**config.mk**
```make
export PLATFORM = sky130hd
export DESIGN_NAME = instr_prefetch
export DESIGN_NICKNAME = d
export VERILOG_FILES = /design/src/rtl/ipf_pkg.sv /design/src/rtl/ipf_fifo.sv /design/src/rtl/instr_prefetch.sv
export SDC_FILE = /design/constraint.sdc
export NUM_CORES = 1
export LEC_CHECK = 0
export ABC_AREA = 0
export CAP_MARGIN = 25
export CORE_UTILIZATION = 30
export CTS_BUF_LIST = sky130_fd_sc_hd__clkbuf_4 sky130_fd_sc_hd__clkbuf_8 sky130_fd_sc_hd__clkbuf_16
export CTS_CLUSTER_DIAMETER = 200
export DETAILED_ROUTE_END_ITERATION = 8
export GPL_TIMING_DRIVEN = 0
export SKIP_CTS_REPAIR_TIMING = 1
export SYNTH_ARGS = -nofsm -noshare
export SYNTH_HDL_FRONTEND = slang
export SYNTH_SLANG_ARGS = --single-unit
```
**constraint.sdc**
```tcl
create_clock -name clk -period 5.8 [get_ports clk]
set_input_delay 1.16 -clock clk [delete_from_list [all_inputs] [get_ports clk]]
set_output_delay 1.16 -clock clk [all_outputs]
set_load 0.005 [all_outputs]
```
**src/rtl/ipf_pkg.sv**
```systemverilog
`default_nettype none
// +----------------------------------------------------------------------+
// | ipf_pkg                                                              |
// | Shared types and constants for the instruction prefetch front-end.   |
// | Revision: 1.0                                                        |
// +----------------------------------------------------------------------+
package ipf_pkg;

  localparam int IPF_XLEN = 32;
  localparam int INSTR_BYTES = 4;
  localparam logic [3:0] BYTE_EN_WORD = 4'b1111;

  // Queue entry: fetched word together with the PC it came from.
  // Field width fixes the instr_prefetch IW parameter to IPF_XLEN.
  typedef struct packed {
    logic [IPF_XLEN-1:0] instr;
    logic [IPF_XLEN-1:0] pc;
  } ipf_entry_t;

  // Counters must represent 0..depth inclusive.
  function automatic int ipf_cnt_w(input int depth);
    return $clog2(depth + 1);
  endfunction

endpackage
`default_nettype wire

```
**src/rtl/ipf_fifo.sv**
```systemverilog
`default_nettype none
// +----------------------------------------------------------------------+
// | ipf_fifo                                                             |
// | Synchronous in-order FIFO of ipf_entry_t; flush beats push and pop.  |
// | Revision: 1.0                                                        |
// +----------------------------------------------------------------------+
module ipf_fifo
  import ipf_pkg::*;
#(
  parameter int DEPTH = 4,
  parameter int CW    = ipf_cnt_w(DEPTH)
) (
  input  logic          clk,
  input  logic          reset,
  input  logic          i_push,
  input  ipf_entry_t    i_data,
  input  logic          i_pop,
  input  logic          i_flush,
  output ipf_entry_t    o_data,
  output logic [CW-1:0] o_count,
  output logic          o_empty,
  output logic          o_full
);

  localparam int AW = $clog2(DEPTH);

  ipf_entry_t    r_mem [DEPTH];
  logic [AW-1:0] r_wr_ptr;
  logic [AW-1:0] r_rd_ptr;
  logic [CW-1:0] r_count;
  logic          w_push;
  logic          w_pop;

  assign w_push = i_push && !i_flush;
  assign w_pop  = i_pop && !i_flush && (r_count != '0);

  // Pointers wrap naturally because DEPTH is a power of two.
  always_ff @(posedge clk or posedge reset) begin
    if (reset) begin
      r_wr_ptr <= '0;
      r_rd_ptr <= '0;
      r_count  <= '0;
    end else if (i_flush) begin
      r_wr_ptr <= '0;
      r_rd_ptr <= '0;
      r_count  <= '0;
    end else begin
      if (w_push) r_wr_ptr <= r_wr_ptr + AW'(1);
      if (w_pop)  r_rd_ptr <= r_rd_ptr + AW'(1);
      r_count <= r_count + CW'(w_push) - CW'(w_pop);
    end
  end

  always_ff @(posedge clk) begin
    if (w_push) r_mem[r_wr_ptr] <= i_data;
  end

  assign o_data  = r_mem[r_rd_ptr];
  assign o_count = r_count;
  assign o_empty = (r_count == '0);
  assign o_full  = (r_count == CW'(DEPTH));

endmodule
`default_nettype wire

```
**src/rtl/instr_prefetch.sv**
```systemverilog
`default_nettype none
// +----------------------------------------------------------------------+
// | instr_prefetch                                                       |
// | Sequential instruction prefetcher with redirect flush. Optional      |
// | same-cycle response bypass when IPF_BYPASS_EN is defined.            |
// | Revision: 1.0                                                        |
// +----------------------------------------------------------------------+
module instr_prefetch
  import ipf_pkg::*;
#(
  parameter int            IW       = 32,
  parameter int            DEPTH    = 4,
  parameter logic [IW-1:0] RESET_PC = {IW{1'b0}}
) (
  input  logic          clk,
  input  logic          reset,
  input  logic          i_redirect,
  input  logic [IW-1:0] i_redirect_pc,
  output logic [IW-1:0] o_instr,
  output logic [IW-1:0] o_instr_pc,
  output logic          o_instr_valid,
  input  logic          i_instr_ready,
  output logic [IW-1:0] o_mem_addr,
  output logic          o_mem_rd,
  output logic [3:0]    o_mem_byte_en,
  input  logic          i_mem_waitrequest,
  input  logic [IW-1:0] i_mem_rddata,
  input  logic          i_mem_rdvalid
);

  localparam int            CW      = ipf_cnt_w(DEPTH);
  localparam logic [CW:0]   c_depth = (CW+1)'(DEPTH);
  localparam logic [IW-1:0] c_step  = IW'(INSTR_BYTES);
  localparam logic [IW-1:0] c_align = ~IW'(INSTR_BYTES - 1);

  logic [IW-1:0] r_fetch_pc;
  logic [IW-1:0] r_fill_pc;
  logic [CW-1:0] r_outstanding;
  logic [CW-1:0] r_drop;

  logic [CW-1:0] w_count;
  logic [CW:0]   w_level;
  logic          w_empty;
  logic          w_full;
  logic          w_accept;
  logic          w_rsp;
  logic          w_keep;
  logic          w_push;
  logic          w_pop;
  logic [IW-1:0] w_redirect_pc;
  ipf_entry_t    w_push_data;
  ipf_entry_t    w_head;

  // A response with nothing outstanding belongs to a fetch killed by reset.
  assign w_rsp  = i_mem_rdvalid && (r_outstanding != '0);
  assign w_keep = w_rsp && (r_drop == '0) && !i_redirect;

  assign w_level       = {1'b0, w_count} + {1'b0, r_outstanding};
  assign o_mem_rd      = !reset && !i_redirect && (w_level < c_depth);
  assign o_mem_addr    = r_fetch_pc;
  assign o_mem_byte_en = BYTE_EN_WORD;
  assign w_accept      = o_mem_rd && !i_mem_waitrequest;

  assign w_redirect_pc = i_redirect_pc & c_align;
  assign w_push_data   = '{instr: i_mem_rddata, pc: r_fill_pc};
  assign w_pop         = !w_empty && i_instr_ready && !i_redirect;

`ifdef IPF_BYPASS_EN
  logic w_bypass;

  // Empty queue: present the returning word directly; skip the write if taken.
  assign w_bypass      = w_keep && w_empty;
  assign w_push        = w_keep && !(w_bypass && i_instr_ready) && !w_full;
  assign o_instr_valid = !w_empty || w_bypass;
  assign o_instr       = !w_empty ? w_head.instr : (w_bypass ? i_mem_rddata : '0);
  assign o_instr_pc    = !w_empty ? w_head.pc    : (w_bypass ? r_fill_pc    : '0);
`else
  assign w_push        = w_keep && !w_full;
  assign o_instr_valid = !w_empty;
  assign o_instr       = w_empty ? '0 : w_head.instr;
  assign o_instr_pc    = w_empty ? '0 : w_head.pc;
`endif

  always_ff @(posedge clk or posedge reset) begin
    if (reset) begin
      r_fetch_pc    <= RESET_PC;
      r_fill_pc     <= RESET_PC;
      r_outstanding <= '0;
      r_drop        <= '0;
    end else begin
      r_outstanding <= r_outstanding + CW'(w_accept) - CW'(w_rsp);
      if (i_redirect) begin
        r_fetch_pc <= w_redirect_pc;
        r_fill_pc  <= w_redirect_pc;
        // Everything still in flight after this cycle is now stale.
        r_drop     <= r_outstanding - CW'(w_rsp);
      end else begin
        if (w_accept) r_fetch_pc <= r_fetch_pc + c_step;
        if (w_rsp && (r_drop != '0)) r_drop <= r_drop - CW'(1);
        if (w_keep) r_fill_pc <= r_fill_pc + c_step;
      end
    end
  end

  ipf_fifo #(
    .DEPTH (DEPTH),
    .CW    (CW)
  ) u_fifo (
    .clk     (clk),
    .reset   (reset),
    .i_push  (w_push),
    .i_data  (w_push_data),
    .i_pop   (w_pop),
    .i_flush (i_redirect),
    .o_data  (w_head),
    .o_count (w_count),
    .o_empty (w_empty),
    .o_full  (w_full)
  );

endmodule
`default_nettype wire

```
==> qor.csv, run 1 <==
stage,metric,value,unit
critical_path,CP top delay family,buffers and inverters,
clocking,CTS tree,yes,
cells_and_area,Inserted Diodes,0,
critical_path,Worst R2R Path Depth,13,
synth,syn avg cell area,15.86,sq um
grt,grt total ovfl,0,
route,vias per cell,4.869,
critical_path,crit-path cells,clkdlybuf4s50_1 -> inv_1 -> clkbuf_1 -> clkbuf_1 -> and3_1 -> clkdlybuf4s50_1,
cells_and_area,P&R area growth vs syn,27.26,%
power_and_ir_drop,Pwr Total,6.783,mW
critical_path,CP Capture Type,primary output,
critical_path,CP endpoint,o_mem_rd,
placed_design,GPL Wtd Cong,0.8027,
clocking,"Clk Latency, worst-skew pair",530,ps
critical_path,CP Launch Type,input pin,
synth,"Cell Area, Synth",0.01364,sq mm
synth,dominant cell type by area after synthesis,edfxtp_1,
floorplan,Die Area,0.04631,sq mm
synth,#FFs+latches synth,321,
cells_and_area,Final #Nets,1158,
synth,"EDFF count, synth",248,
synth,Area contributors post-synth,"edfxtp_1 55%, dfrtp_1 13%, mux4_2 10%, and2_1 3.4%, xor2_1 1.9%",
critical_path,WS Path Type,in2out,
placed_design,pre-CTS setup slack,889.5,ps
critical_path,worst reg2reg setup slack,2520,ps
grt,first-pass GRT wire length,51110,um
power_and_ir_drop,Lkg Pwr,5.887,nW
route,initial drt markers,534,
route,wire length per cell,19.80,um
synth,most used flip-flop cell after synthesis,edfxtp_1,
run,max cap viols,0,
route,vias after detailed routing,8219,
synth,Synth warnings,0,
clocking,clock root cell,clkbuf_16,
floorplan,die height,215.2,um
floorplan,Initial Util,30.64,%
route,post-route ant nets,0,
timing,worst relative slew slack,37.85,%
placed_design,# port buffers,161,
critical_path,reg-to-reg startpoint,r_outstanding[2],
power_and_ir_drop,Pwr Density,390.9,mW/mm^2
route,Total Routed Length,33420,um
timing,RSZ-0062 raised after global routing,no,
clocking,CTS H-Tree Depth,2,
cells_and_area,ratio of cells with drive above 1 in the final layout,14.60,%
timing,final setup violation count,0,
critical_path,Critical Path AT,3790,ps
synth,Mapped Cells,860,
clocking,clock sinks,321,
route,Detailed Routing Iterations Pass 1,5,
critical_path,CP Max Fanout,10,
grt,vias in the first global route,8269,
floorplan,I/O pin total,172,
status,status,"finished, final reports clean",
grt,initial antenna violation count,0,
synth,Synth top area share,54.61,%
floorplan,num rows,77,
route,# DRC,0,
timing,clk_skew,28.65,ps
cells_and_area,Final Non-Filler Cells,1688,
power_and_ir_drop,worst vdd ir,0.0001973,V
timing,worst-margin pin slew,930.5,ps
critical_path,Worst Setup SP,i_redirect,
synth,"count leader, synth",edfxtp_1,
timing,"Slew Viols, Final",0,
timing,Final Cycle Share,85.34,%
timing,Total Neg Setup Slack,0,ps
timing,Setup WS post-layout,850.5,ps
timing,final hold vios,0,
synth,most instantiated cells after synthesis,"248 x edfxtp_1, 74 x and2_1, 73 x dfrtp_1",
floorplan,Die W,215.2,um
critical_path,CP Buf/Inv Count,5,
synth,sequential-to-total area share from yosys stat,68.01,%
timing,Peak Freq,202.0,MHz
synth,Async SR Flop Fraction,22.74,%
grt,largest net degree at the start of global routing,55,
floorplan,Floorplan Core Area,0.04451,sq mm
critical_path,Worst EP required,4640,ps
worst_hold_path,Worst Hold Class,reg2reg,
placed_design,placed cell count,1624,
timing,final critical-path required period,4950,ps
clocking,CTS Buffer Depth,3,
synth,Netlist cell types,52,
critical_path,Worst path depth,6,
critical_path,RR Endpoint,r_outstanding[2],
worst_hold_path,Min-Delay Path Depth,2,
cells_and_area,fin util,38.99,%
clocking,clock slew at reported path FFs,60,ps
grt,total track usage,14.55,%
critical_path,Max stage delay on crit path,580,ps
clocking,CTS Buf Count,36,
critical_path,CP max stage cell,clkbuf_1,
placed_design,placed wire-length estimate,22230,um
report_power, final:
group	switching [mW]	total (mW)	leakage, nW	internal, mW
clock network	0.923	2.29	0.585	1.37
registers	0.146	2.78	3.13	2.63
logic	0.768	1.72	2.17	0.947
total	1.84	6.78	5.89	4.95
worst min-delay path, stage by stage (launching register included):
cell	delay (ps)
dfrtp_1	340
o211ai_1	90
o21ai_0	70
through the flow:
step	hold WS, ps	instance area, sq um
2_1_floorplan	488.8	13660
3_3_place_gp	520.1	16010
3_5_place_dp	524.2	16150
4_1_cts	543.0	17350
5_1_grt	573.3	17350
6_report	543.9	17350
sequential cells by signal, indices dropped and copies added (netlist names):
| register | cells |
|---|---|
| o_mem_addr | 30 |
| r_drop | 3 |
| u_fifo.o_count | 3 |
| u_fifo.r_wr_ptr | 2 |
| r_outstanding | 3 |
| r_fill_pc | 30 |
| u_fifo.r_mem | 248 |
| u_fifo.r_rd_ptr | 2 |
area by class of cell:
cell class                      instances  area (sq um)
Fill cell                            4167         27160
Sequential cell                       321          9274
Multi-Input combinational cell        480          4109
Timing Repair Buffer                  166          1742
Clock buffer                           42         993.5
Tap cell                              592         740.7
Buffer                                 47         219.0
Clock inverter                         22         206.4
Inverter                               18         70.07
cells by family after synthesis:
group | Yosys count | share of synthesized area, %
flip-flops | 321 | 68.01
AND/OR/NAND/NOR | 255 | 10.58
AO/OA/AOI/OAI | 94 | 4.432
multiplexers | 66 | 10.56
buffers and inverters | 65 | 2.101
XOR/XNOR | 39 | 2.505
adder cells (fa/ha/maj) | 18 | 1.762
other | 2 | 0.05507
placed cells by master, fill, tap and decap left out, drive strengths merged, types with 13 or more instances in the layout:
| master | count |
|---|---|
| nor2 | 22 |
| and3 | 13 |
| buf | 23 |
| clkinv | 15 |
| nand2 | 65 |
| dfrtp | 73 |
| o211ai | 15 |
| and2 | 74 |
| nand3 | 30 |
| clkbuf | 71 |
| mux4 | 62 |
| inv | 19 |
| ha | 16 |
| nand4 | 20 |
| xor2 | 29 |
| o21ai | 45 |
| edfxtp | 248 |
| clkdlybuf4s50 | 161 |
worst min path at each step:
stage / endpoint / from / slack [ps]
after global placement: u_fifo.r_mem[2][31] / r_fill_pc[31] / 520
after detailed placement: r_drop[1] / r_drop[1] / 520
after global routing: r_drop[1] / r_drop[1] / 570
after floorplan: u_fifo.r_mem[0][31] / r_fill_pc[31] / 490
after CTS: r_drop[1] / r_drop[1] / 540
final: r_drop[1] / r_drop[1] / 540
routing by layer:
metal / share of wire (%) / routed length [um] / vias to the layer above / GRT usage, %
met5: 0 / 0 / - / 0
met4: 2.0 / 656 / 0 / 3.948
met3: 5.6 / 1862 / 50 / 2.477
met2: 47 / 15750 / 305 / 23.43
met1: 45 / 15150 / 4143 / 20.27
li1: - / - / 3721 / -
No activity file was read; power rests on OpenSTA's default activity.
==> inputs of run 2 (changes only) <==
--- a/config.mk
+++ b/config.mk
@@ -5,7 +5,6 @@
 export SDC_FILE = /design/constraint.sdc
 export NUM_CORES = 1
 export LEC_CHECK = 0
-export ABC_AREA = 0
 export CAP_MARGIN = 25
 export CORE_UTILIZATION = 30
 export CTS_BUF_LIST = sky130_fd_sc_hd__clkbuf_4 sky130_fd_sc_hd__clkbuf_8 sky130_fd_sc_hd__clkbuf_16
==> results of run 2 <==
Final layout, timing and power as in run 1 (identical DEF).
==> inputs of run 3 (changes only) <==
--- a/config.mk
+++ b/config.mk
@@ -11,6 +11,7 @@
 export CTS_CLUSTER_DIAMETER = 200
 export DETAILED_ROUTE_END_ITERATION = 8
 export GPL_TIMING_DRIVEN = 0
+export MAX_ROUTING_LAYER = met4
 export SKIP_CTS_REPAIR_TIMING = 1
 export SYNTH_ARGS = -nofsm -noshare
 export SYNTH_HDL_FRONTEND = slang
==> run 3 against run 2 <==
Compared with the run above: die area is the same; sequential power about the same; routed wire length about the same; largest power group unchanged; clock skew is 1.8 ps higher; hold slack about the same; power about the same; sequential share of layout area unchanged; critical endpoint unchanged; cell count unchanged; first-iteration DRC count is 1.3% higher; non-clock buffer count is the same; flip-flop and latch count is the same.
==> qor.csv, run 3 (synthesized netlist as in run 1, its figures left out) <==
stage,metric,value,unit
status,status,"finished, final reports clean",
route,vias per cell,4.860,
cells_and_area,FILL cells,4167,
grt,initial antenna violation count,0,
critical_path,Max stage delay on crit path,600,ps
grt,total track usage,15.03,%
timing,clk_skew,30.40,ps
timing,"Slew Viols, Final",0,
worst_hold_path,Min-Delay Path Depth,2,
cells_and_area,ratio of cells with drive above 1 in the final layout,14.60,%
critical_path,CP Capture Type,primary output,
route,Total Routed Length,33410,um
route,post-route ant nets,0,
clocking,"Clk Latency, worst-skew pair",530,ps
grt,grt total ovfl,0,
critical_path,CP max stage cell,clkbuf_1,
route,Detailed Routing Iterations Pass 1,4,
placed_design,GPL Wtd Cong,0.8143,
critical_path,reg-to-reg startpoint,r_outstanding[2],
cells_and_area,Final #Nets,1158,
cells_and_area,"commonest non-fill, non-tap cells in the layout","248 x edfxtp_1, 161 x clkdlybuf4s50_1, 73 x dfrtp_1",
critical_path,CP Launch Type,input pin,
grt,largest net degree at the start of global routing,55,
clocking,clock slew at reported path FFs,60,ps
power_and_ir_drop,worst vdd ir,0.0001970,V
timing,worst-margin pin slew,925.2,ps
power_and_ir_drop,Lkg Pwr,5.887,nW
placed_design,# port buffers,161,
route,initial drt markers,541,
cells_and_area,Multi-input gate area,0.004109,sq mm
critical_path,RR Endpoint,r_outstanding[2],
floorplan,I/O pin total,172,
clocking,CTS Buf Count,36,
floorplan,Initial Util,30.64,%
worst_hold_path,HP Start,r_drop[1],
critical_path,WS Path Type,in2out,
critical_path,Critical Path AT,3810,ps
placed_design,pre-CTS setup slack,889.5,ps
cells_and_area,Inserted Diodes,0,
floorplan,Die W,215.2,um
clocking,clock sinks,321,
run,max cap viols,0,
timing,Final Cycle Share,85.66,%
power_and_ir_drop,Pwr Density,390.6,mW/mm^2
grt,first-pass GRT wire length,51150,um
floorplan,Die Area,0.04631,sq mm
route,wire length per cell,19.79,um
critical_path,Worst R2R Path Depth,13,
cells_and_area,Largest Register,u_fifo.r_mem,
critical_path,CP Max Fanout,10,
timing,final setup violation count,0,
timing,Peak Freq,201.3,MHz
clocking,clock root cell,clkbuf_16,
grt,vias in the first global route,8256,
clocking,CTS Buffer Depth,3,
critical_path,Worst EP required,4640,ps
clocking,CTS H-Tree Depth,2,
cells_and_area,fin util,38.99,%
timing,worst relative slew slack,38.20,%
critical_path,Worst Setup SP,i_redirect,
cells_and_area,max FFs per register,248,
timing,final hold vios,0,
floorplan,die height,215.2,um
timing,RSZ-0062 raised after global routing,no,
floorplan,num rows,77,
critical_path,crit-path cells,clkdlybuf4s50_1 -> inv_1 -> clkbuf_1 -> clkbuf_1 -> and3_1 -> clkdlybuf4s50_1,
cells_and_area,P&R area growth vs syn,27.26,%
timing,final critical-path required period,4968,ps
cells_and_area,sequential cell area,0.009274,sq mm
clocking,CTS tree,yes,
timing,Setup WS post-layout,831.6,ps
timing,Total Neg Setup Slack,0,ps
route,vias after detailed routing,8204,
power_and_ir_drop,Pwr Total,6.778,mW
worst_hold_path,Hold Path End,r_drop[1],
timing,hold slack,543.8,ps
placed_design,placed wire-length estimate,22230,um
critical_path,worst reg2reg setup slack,2490,ps
worst_hold_path,Worst Hold Class,reg2reg,
cells_and_area,"commonest non-fill, non-tap cell in the layout",edfxtp_1,
floorplan,Floorplan Core Area,0.04451,sq mm
route,# DRC,0,
==> run 3: per-stage QoR <==
| stage | area (sq um) | instances |
|---|---|---|
| finish | 17350 | 1688 |
| global route | 17350 | 1688 |
| CTS | 17350 | 1688 |
| detailed placement | 16150 | 1624 |
| global placement | 16010 | 1619 |
| floorplan | 13660 | 866 |
==> run 3: final cells by class <==
class	instances	area share (%)
Tap cell	592	4.268
Clock buffer	42	5.725
Inverter	18	0.4038
Sequential cell	321	53.44
Clock inverter	22	1.190
Multi-Input combinational cell	480	23.68
Buffer	47	1.262
Timing Repair Buffer	166	10.04
==> run 3: routing by layer <==
| metal | vias up | GRT usage [%] | part of all wire (%) |
|---|---|---|---|
| met2 | 296 | 23.46 | 47 |
| met5 | - | - | 0 |
| met3 | 47 | 2.364 | 6.0 |
| li1 | 3720 | - | - |
| met1 | 4141 | 20.39 | 45 |
| met4 | 0 | 3.948 | 1.9 |
==> run 3: worst max-delay path by stage <==
stage / slack, ps / depth (start not counted) / end
3_5_place_dp: 890 / 6 / o_mem_rd
3_3_place_gp: -50 / 4 / u_fifo.r_mem[0][59]
6_report: 830 / 6 / o_mem_rd
5_1_grt: 720 / 6 / o_mem_rd
2_1_floorplan: 2080 / 3 / u_fifo.r_mem[0][10]
4_1_cts: 870 / 6 / o_mem_rd
==> run 3: worst max-delay path: cells and delay by family <==
kind | cells | cell delay (ps)
simple gates | 1 | 310
buf+inv | 5 | 2330
==> run 3: where the power goes <==
group / total (mW) / switching, mW / internal [mW]
logic: 1.71 / 0.766 / 0.947
clock network: 2.29 / 0.920 / 1.37
registers: 2.78 / 0.146 / 2.63
total: 6.78 / 1.83 / 4.95
